===== src/rtl/periph_bus_master.sv =====
// periph_bus_master: single-outstanding initiator for the 16-bit peripheral register bus
// Ports:
//   i_clk, i_rst                    clock, synchronous active-high reset
//   i_req_valid/o_req_ready         CPU request handshake (accepted only in IDLE)
//   i_req_we/i_req_addr/i_req_wdata request: [7:2] peripheral index, [1:0] register
//   o_rsp_valid/o_rsp_rdata/o_rsp_err  one-cycle response pulse; data/err hold until next response
//   o_sel/o_we/o_re/o_addr/o_wdata  peripheral bus drive (one-hot select)
//   i_rdata/i_rdy                   OR-combined peripheral read data and ready
module periph_bus_master #(
   parameter int N_PERIPH = 4,
   parameter int TIMEOUT  = 16
) (
   input  logic                i_clk,
   input  logic                i_rst,
   input  logic                i_req_valid,
   output logic                o_req_ready,
   input  logic                i_req_we,
   input  logic [7:0]          i_req_addr,
   input  logic [15:0]         i_req_wdata,
   output logic                o_rsp_valid,
   output logic [15:0]         o_rsp_rdata,
   output logic                o_rsp_err,
   output logic [N_PERIPH-1:0] o_sel,
   output logic                o_we,
   output logic                o_re,
   output logic [1:0]          o_addr,
   output logic [15:0]         o_wdata,
   input  logic [15:0]         i_rdata,
   input  logic                i_rdy
);
   localparam int CW = $clog2(TIMEOUT + 1);
   typedef enum logic [1:0] {IDLE, ACCESS, RESP} state_t;
   state_t          state;
   logic [CW-1:0]   cnt;
   logic [5:0]      idx;
   logic            idx_ok;
   assign idx         = i_req_addr[7:2];
   assign idx_ok      = {1'b0, idx} < 7'(N_PERIPH);
   assign o_req_ready = state == IDLE;
   assign o_rsp_valid = state == RESP;
   always_ff @(posedge i_clk) begin
      if (i_rst) begin
         state       <= IDLE;
         cnt         <= '0;
         o_sel       <= '0;
         o_we        <= 1'b0;
         o_re        <= 1'b0;
         o_addr      <= '0;
         o_wdata     <= '0;
         o_rsp_rdata <= '0;
         o_rsp_err   <= 1'b0;
      end else begin
         case (state)
            IDLE: if (i_req_valid) begin
               o_addr  <= i_req_addr[1:0];
               o_wdata <= i_req_wdata;
               cnt     <= '0;
               if (idx_ok) begin
                  state <= ACCESS;
                  o_sel <= N_PERIPH'(1) << idx;
                  o_we  <= i_req_we;
                  o_re  <= !i_req_we;
               end else begin
                  // decode error skips the bus entirely
                  state       <= RESP;
                  o_rsp_rdata <= '0;
                  o_rsp_err   <= 1'b1;
               end
            end
            ACCESS: begin
               // ready in the last allowed cycle still wins over the timeout
               if (i_rdy || cnt == CW'(TIMEOUT - 1)) begin
                  state       <= RESP;
                  o_sel       <= '0;
                  o_we        <= 1'b0;
                  o_re        <= 1'b0;
                  o_rsp_rdata <= (i_rdy && o_re) ? i_rdata : '0;
                  o_rsp_err   <= !i_rdy;
               end else begin
                  cnt <= cnt + CW'(1);
               end
            end
            default: state <= IDLE;
         endcase
      end
   end
endmodule


===== config.mk =====
export PLATFORM = sky130hd
export DESIGN_NAME = periph_bus_master
export DESIGN_NICKNAME = d
export VERILOG_FILES = /design/src/rtl/periph_bus_master.sv
export SDC_FILE = /design/constraint.sdc
export NUM_CORES = 1
export LEC_CHECK = 0
export ABC_CLOCK_PERIOD_IN_PS = 3010
export CORE_MARGIN = 10
export CORE_UTILIZATION = 25
export DETAILED_ROUTE_END_ITERATION = 7
export GPL_ROUTABILITY_DRIVEN = 0
export HOLD_SLACK_MARGIN = 0.05
export PLACE_DENSITY = 0.52
export SLEW_MARGIN = 0
export SYNTH_ARGS = -nofsm -noshare
export SYNTH_HDL_FRONTEND = slang
export SYNTH_SLANG_ARGS = --single-unit

===== constraint.sdc =====
create_clock -name i_clk -period 3.01 [get_ports i_clk]
set_input_delay 0.602 -clock i_clk [delete_from_list [all_inputs] [get_ports i_clk]]
set_output_delay 0.602 -clock i_clk [all_outputs]
set_load 0.01 [all_outputs]

# Yosys cells after proc, flatten, opt, wreduce, memory -nomap -nowiden
# Index checks and enable logic that the tools add are counted.
# W data, S select, Z words.
dict set report totals {
  register_bits 48
  input_bits 45
  output_inout_bits 43
  word_cells 58
}
dict set report op_classes {
  n_addsub 1
  n_lt_le_gt_ge 1
  n_eq_ne 8
  shifts 1
  n_mux 27
  n_reduce_logical 11
}
# op n
set op_table {}
lappend op_table {{$mux W16} 4}
lappend op_table {{$pmux W16 S2} 1}
lappend op_table {{$mux W4} 3}
lappend op_table {{$mux W5} 2}
lappend op_table {{$pmux W5 S2} 1}
lappend op_table {{$mux W1} 8}
lappend op_table {{$ne A2 B2 Y1 const B} 4}
lappend op_table {{$pmux W4 S2} 1}
lappend op_table {{$reduce_and A4 Y1} 2}
lappend op_table {{$lt A6 B3 Y1 const B} 1}
lappend op_table {{$mux W2} 3}
lappend op_table {{$pmux W1 S2} 3}
lappend op_table {{$shl A1 B6 Y4 const A} 1}
lappend op_table {{$add A5 B1 Y5 const B} 1}
lappend op_table {{$eq A5 B4 Y1 const B} 1}
lappend op_table {{$pmux W2 S2} 1}
lappend op_table {{$reduce_and A2 Y1} 2}
lappend op_table {{$reduce_and A3 Y1} 1}
lappend op_table {{$eq A2 B1 Y1 const B} 1}
lappend op_table {{$eq A2 B2 Y1 const B} 1}
lappend op_table {{$logic_not A1 Y1} 2}
lappend op_table {{$logic_not A2 Y1} 1}
lappend op_table {{$ne A2 B1 Y1 const B} 1}
lappend op_table {{$reduce_bool A2 Y1} 1}
lappend op_table {{2 further kinds} 2}

# Longest topological paths before layout
# Gate-level depths: netlist (run 1).
dict set report depth {
  depth_word 4
  depth_mapped 7
  depth_no_buf 6
}

# Worst setup path after synthesis (run 1)
# OpenSTA, ideal clock, no wires.
dict set report synth_path {
  kind {register to register}
  start {reg cnt[0]}
  end {reg cnt[3]}
  setup_ns 0.070
  arrival_ns 1.930
  slack_ns 1.010
  stages_incl_launch_ff 8
  path_buffers 1
  period_less_slack_ns 2.000
  cell_sequence {dfxtp_1 -> ha_1 -> and3_1 -> ha_1 -> or4b_1 -> buf_2 -> or3_1 -> a21oi_1}
}
dict set report synth_via {
  elab_chain_len 4
}
# element line_no
set synth_rtl {}
lappend synth_rtl {{start, declared} 34} ;# logic [CW-1:0] cnt;
lappend synth_rtl {{start signal, assigned} 80} ;# cnt <= cnt + CW'(1);
lappend synth_rtl {{parallel branches: the longest is 4 deep, another holds $add A5 B1 Y5} --}
# Parallel ways; which one is timed is not known. The select of a mux whose other input is x is not followed.
# A chain may end at the register's enable or synchronous reset.

# Worst setup path in the final report (run 1)
dict set report layout_path {
  start {reg state[0]}
  end {out o_rsp_valid}
}
dict set report layout_via {
  elab_chain_len 1
}
# element line_no
set layout_rtl {}
lappend layout_rtl {{start, declared} 33} ;# state_t state;
lappend layout_rtl {{start signal, assigned} 43} ;# state <= IDLE;
lappend layout_rtl {{start signal, assigned} 59} ;# state <= ACCESS;
lappend layout_rtl {{start signal, assigned} 65} ;# state <= RESP;
lappend layout_rtl {{$eq A2 B2 Y1} 40} ;# assign o_rsp_valid = state == RESP;
lappend layout_rtl {{end, declared} 20} ;# output logic o_rsp_valid,
# No other way between the ends.

==> results of run 1 <==
-- synth_stat cells --
cell type	count
a21oi_1	24
a2bb2oi_2	1
and3_1	1
and3b_1	1
buf_1	1
buf_2	4
buf_4	1
clkbuf_1	19
dfxtp_1	48
ha_1	2
inv_1	4
mux2_1	1
mux2i_1	5
nand2_1	59
nand2b_1	1
nand3_1	22
nand4_1	2
nand4b_1	2
nor2_1	3
nor2b_1	4
nor3_1	3
nor3b_1	1
nor4_4	1
o2111ai_1	16
o211ai_1	16
o21a_1	1
o21ai_0	2
o21ai_1	1
o221a_2	1
o41ai_4	1
or2_0	2
or3_1	2
or3b_2	1
or4b_1	1
-- cell type report --
type / count / share of cell area (%)
Clock buffer: 7 / 3.04
Inverter: 4 / 0.474
Multi-Input combinational cell: 177 / 33.3
Sequential cell: 48 / 30.3
Tap cell: 105 / 4.15
Timing Repair Buffer: 93 / 28.7
-- power breakdown --
part,switching (mW),internal (mW)
Combinational,0.0851,0.103
Clock,0.212,0.205
Sequential,0.0117,0.652
-- registers in the layout, indices dropped and copies added (netlist names) --
register / count
cnt: 5
o_rsp_err: 1
o_re: 1
state: 2
o_addr: 2
o_rsp_rdata: 16
o_we: 1
o_wdata: 16
o_sel: 4
-- kinds of logic (layout without fill, tap and decap cells) --
logic type | count (synthesis) | after routing
flops | 48 | 48
simple gates | 106 | 106
fa+ha+maj | 2 | 2
compound gates | 63 | 63
buf+inv | 29 | 104
mux | 6 | 6
-- worst max-delay path, cell delays in order (launching register included) --
cell and delay [ns]:
dfxtp_1 0.94, nor2b_1 0.10, clkdlybuf4s50_1 0.52
-- routing by layer --
metal	wire, um	up-vias
met1	3320	963
met2	2820	84
met5	11	-
li1	-	1051
met4	55	2
met3	702	7
-- path summary, 6_finish.rpt --
check,startpoint,to,slack [ns],depth (start not counted)
hold / removal,o_wdata[12]$_SDFFE_PP0P_,o_wdata[12]$_SDFFE_PP0P_,0.46,2
hold reg to reg,o_wdata[12]$_SDFFE_PP0P_,o_wdata[12]$_SDFFE_PP0P_,0.46,2
setup reg to reg,state[0]$_SDFFE_PP0P_,cnt[3]$_SDFFE_PP0P_,0.77,3
setup / recovery,state[0]$_SDFFE_PP0P_,o_rsp_valid,0.54,2
==> summary.txt, run 1 <==
Synthesis
  • Count of state elements after synthesis: 48
  • Adder-cell area share of the yosys netlist: approximately 1.2%
  • Area leader, netlist: dfxtp_1
  • Register area share after synthesis: about 45%
  • Synth Area per Inst: 8.38 um^2
  • Compound-Gate Fraction of Synth Area: 21.5%
  • Xor/xnor share of the synthesized area: 0%
  • Synthesized net count: 301
  • Warnings, synthesis: 0
  • Mapped Cells: 254
  • Largest family of logic cells by synthesized area: simple AND/OR/NAND/NOR gates
  • Yosys top cell area share: a little under half
  • Cell area after synthesis: 0.00213 mm^2
  • Yosys cell types: 34
  • Mux share of post-synthesis cell area: between 2 and 3%
  • Synth Area in Simple Gates: 23.8%
  • Area contributors post-synth: dfxtp_1 (45%), nand2_1 (10%), o2111ai_1 (6.6%)

Placement
  • DP Area: 0.00307 mm^2
  • HPWL after DPL: 4.88 mm
  • DP Worst Slack: 0.596 ns
  • Post-Place Cells: 427
  • Input/output buffers: 87

Die
  • Die Ht: 112 um
  • Std-Cell Rows: 33
  • Die Area: 0.0126 mm^2
  • Die X: ~110 um
  • Core Area: 0.00826 mm^2
  • Ports: 88
  • Initial Utilization: about a quarter

Layout
  • Share of post-route cells with drive strength above 1: 6.08%
  • Commonest cells after routing, fill and taps aside: clkdlybuf4s50_1 (86), nand2_1 (59), dfxtp_1 (48)
  • Final Non-Filler Cells: 434
  • FF+latch area: approximately 960 um^2
  • Area of the multi-input gates: 0.00105 mm^2
  • Final Util: 38.4%
  • Synthesis-to-layout area growth: 48.9%
  • Filler cells: 865
  • Inserted Diodes: 0
  • Commonest non-fill, non-tap cell in the layout: clkdlybuf4s50_1
  • Final instance area: 0.00317 mm^2
  • Fin nets: 376

STA
  • Final hold violations: 0
  • Unrepaired setup endpoints after global routing: false
  • Final worst-path cycle share: just over 80%
  • Hold_ws: 0.459 ns
  • Setup TNS: 0 ns
  • Worst setup margin: approximately 0.54 ns
  • Fmax: 0.405 GHz
  • Worst rel slew slack: 37.7%
  • Worst-Margin Slew: between 0.9 and 1 ns
  • Max Slew Vio Count: 0
  • Final min period: 2.47 ns
  • Setup Skew: 0.00993 ns
  • Final Setup Violations: 0

Setup path
  • Crit end category: primary output
  • Startpoint Class: flop
  • Critical Path AT: ~1.9 ns
  • Crit path required time: 2.41 ns
  • Setup Crit Path Kind: reg -> out
  • CP Max Fanout: 26

Clock tree
  • Setup bufs post-CTS: 0
  • Worst skew pair latency: ~0.30 ns
  • Hold buffer count at CTS: 0
  • Inserted Clock Buffers: 5
  • Clk root buf: clkbuf_8
  • Clk buf depth: 2
  • Htree depth: 2
  • Cts repair resizes: 0
  • CTS clk-pin slew, worst paths: about 0.09 ns
  • CTS tree: done
  • Clock sink total: 48

Drt
  • Post-route ant nets: 0
  • DRC Markers: 0
  • Total iterations of the first detailed-routing run: 4
  • Vias: 2107
  • Drt wl/cell: 15.9 um
  • Routed WL: 6.91 mm
  • DR vias/cell: between 4 and 5
  • Drt first-iter violations: 62

GRT
  • Gr busiest metal: met2
  • GR Util met3: about 5.2%
  • Grt met1 use: 14.3%
  • Remaining Overflow, GRT: 0
  • Vias in the first global route: 2127
  • First-pass GRT wire length: about 11 mm
  • Met2 Usage GRT: between 10% and 20%
  • Antenna violations before repair: 1
  • Gr usage total: 10.9%
  • Pin count of the biggest net entering global routing: 37

Pwr
  • Total chip power: around 1.3 mW
  • Leak: 1.07 nW
  • VDD IR max: between 0.2 and 0.25 mV
  • Power Density: between 400 and 500 mW/mm^2

Outcome
  • Status: finished, final reports clean

Run
  • # Max-Cap Violations: 0

Worst hold path
  • HP Class: reg -> reg
Power figures use the tool's default switching activity.
==> inputs of run 2 (changes only) <==
- ABC_CLOCK_PERIOD_IN_PS: 3010 -> 2400
- clock period: 3.01 -> 2.4 ns (I/O delays scaled with it)
==> summary.txt, run 2 (synthesis results as in run 1) <==
Setup path
  • Crit path required time: 2.63 ns
  • Setup Crit Path Kind: reg -> reg
  • Critical Path AT: between 2 and 2.5 ns
  • CP Max Fanout: 10
  • Crit end category: flop
  • FF-to-FF setup slack: 0.22 ns
  • Startpoint Class: flop
  • Worst Reg2Reg Path Length in Cells: 6

Drt
  • Met1 wire length: between 3 and 4 mm
  • Metal3 WL: roughly 730 um
  • Drt first-iter violations: 90
  • Post-route ant nets: 0
  • DRC Markers: 0
  • DR vias/cell: between 4 and 5
  • Total iterations of the first detailed-routing run: 4
  • Vias: 2155
  • Metal2 WL: 3.00 mm
  • Routed WL: roughly 7.0 mm
  • Top layer in use: met4
  • Drt wl/cell: 15.9 um

Placement
  • HPWL after DPL: 5.10 mm
  • Post-Place Cells: 433
  • Input/output buffers: 87

Clock tree
  • Clk root buf: clkbuf_8
  • Clock sink total: 48
  • CTS tree: done
  • Inserted Clock Buffers: 5
  • Worst skew pair latency: 0.30 ns
  • Htree depth: 2
  • Clk buf depth: 2
  • Hold buffer count at CTS: 0
  • Cts repair resizes: 0
  • CTS clk-pin slew, worst paths: 0.09 ns
  • Setup bufs post-CTS: 0

Die
  • Die Area: 0.0126 mm^2
  • Die Ht: 112 um
  • Initial Utilization: 25.8%
  • Die X: 112 um
  • Core Area: 0.00826 mm^2
  • Std-Cell Rows: 33
  • Ports: 88

STA
  • Setup TNS: 0 ns
  • Final min period: 2.18 ns
  • Final Setup Violations: 0
  • Unrepaired setup endpoints after global routing: false
  • Worst rel slew slack: 51.4%
  • Worst-Margin Slew: 0.728 ns
  • Final worst-path cycle share: approximately 91%
  • Final hold violations: 0
  • Fmax: roughly 0.46 GHz
  • Hold_ws: 0.457 ns
  • Max Slew Vio Count: 0
  • Setup Skew: 0.00894 ns

Layout
  • Commonest cells after routing, fill and taps aside: clkdlybuf4s50_1 (86), nand2_1 (59), dfxtp_1 (48)
  • Fin nets: 382
  • Commonest non-fill, non-tap cell in the layout: clkdlybuf4s50_1
  • Share of post-route cells with drive strength above 1: 7.74%
  • Filler cells: just under 900
  • Biggest regs: o_rsp_rdata x16, o_wdata x16, cnt x5
  • Final Non-Filler Cells: 441
  • Synthesis-to-layout area growth: 52.1%
  • Inserted Diodes: 0
  • FF+latch area: 961 um^2
  • Area of the multi-input gates: between 0.001 and 0.0015 mm^2

GRT
  • Antenna violations before repair: 0
  • First-pass GRT wire length: 11.7 mm
  • Vias in the first global route: 2239
  • Remaining Overflow, GRT: 0
  • Pin count of the biggest net entering global routing: 26
  • Gr usage total: 10.9%

Pwr
  • NetSw: just under 0.4 mW
  • Clock share of power: 35.0%
  • Power Density: 512 mW/mm^2
  • VDD IR max: around 0.25 mV
  • Comb power frac: 14.8%
  • Switching Share: 23.8%
  • Seq pwr share: 50.2%
  • Pint: between 1 and 1.5 mW
  • Leak: 1.11 nW

Worst hold path
  • HP Class: reg -> reg
  • Hold-critical path depth: 2

Outcome
  • Status: finished, final reports clean

Run
  • # Max-Cap Violations: 0
==> run 2: cell count changes in the layout (fill, tap and decap cells not counted) <==
cell / change
clkbuf_1: +1
bufinv_16: +1
buf_4: +5
clkinv_2: +1
clkbuf_8: -2
buf_12: +1
==> run 2: through the flow <==
| step | worst slack, ns | util, % | cell area [um^2] | power (mW) |
|---|---|---|---|---|
| 3_3_place_gp | 0.197 | 37.9 | 3130 | 1.10 |
| 4_1_cts | 0.199 | 39.2 | 3240 | 1.69 |
| 5_1_grt | 0.101 | 39.2 | 3240 | 1.74 |
| 3_5_place_dp | 0.131 | 37.9 | 3130 | 1.10 |
| 6_report | 0.218 | 39.2 | 3240 | 1.66 |
| 2_1_floorplan | 0.400 | - | 2130 | 0.939 |
==> run 2: final timing paths <==
check / from / end
min reg2reg: o_wdata[6]$_SDFFE_PP0P_ / o_wdata[6]$_SDFFE_PP0P_
min: o_wdata[6]$_SDFFE_PP0P_ / o_wdata[6]$_SDFFE_PP0P_
max reg2reg: cnt[0]$_SDFFE_PP0P_ / cnt[3]$_SDFFE_PP0P_
max: cnt[0]$_SDFFE_PP0P_ / cnt[3]$_SDFFE_PP0P_
==> run 2: power groups by stage <==
stage | clock network [mW] | registers (mW) | logic [mW]
floorplan | 0 | 0.857 | 0.0828
global placement | 0 | 0.851 | 0.248
detailed placement | 0 | 0.851 | 0.248
CTS | 0.609 | 0.833 | 0.249
global route | 0.639 | 0.837 | 0.268
finish | 0.580 | 0.833 | 0.245
==> run 2: routing by layer <==
layer | vias up | GRT usage, %
li1 | 1068 | -
met1 | 982 | 14.0
met2 | 101 | 16.5
met3 | 4 | 4.95
met4 | 0 | 2.37
met5 | - | 0
==> run 2: area by class of cell <==
cell class	count	area share, %
inverters	4	0.464
multi-input cells	177	32.6
clock inverters	2	1.08
well taps	105	4.06
flip-flops and latches	48	29.7
repair buffers	99	29.9
clock buffers	6	2.24
==> run 2: critical path: stages, from the launching register on <==
cell,delay (ns)
dfxtp_1,0.34
ha_1,0.21
and3_1,0.18
ha_1,0.20
or4b_1,0.63
or3_1,0.41
a21oi_1,0.15
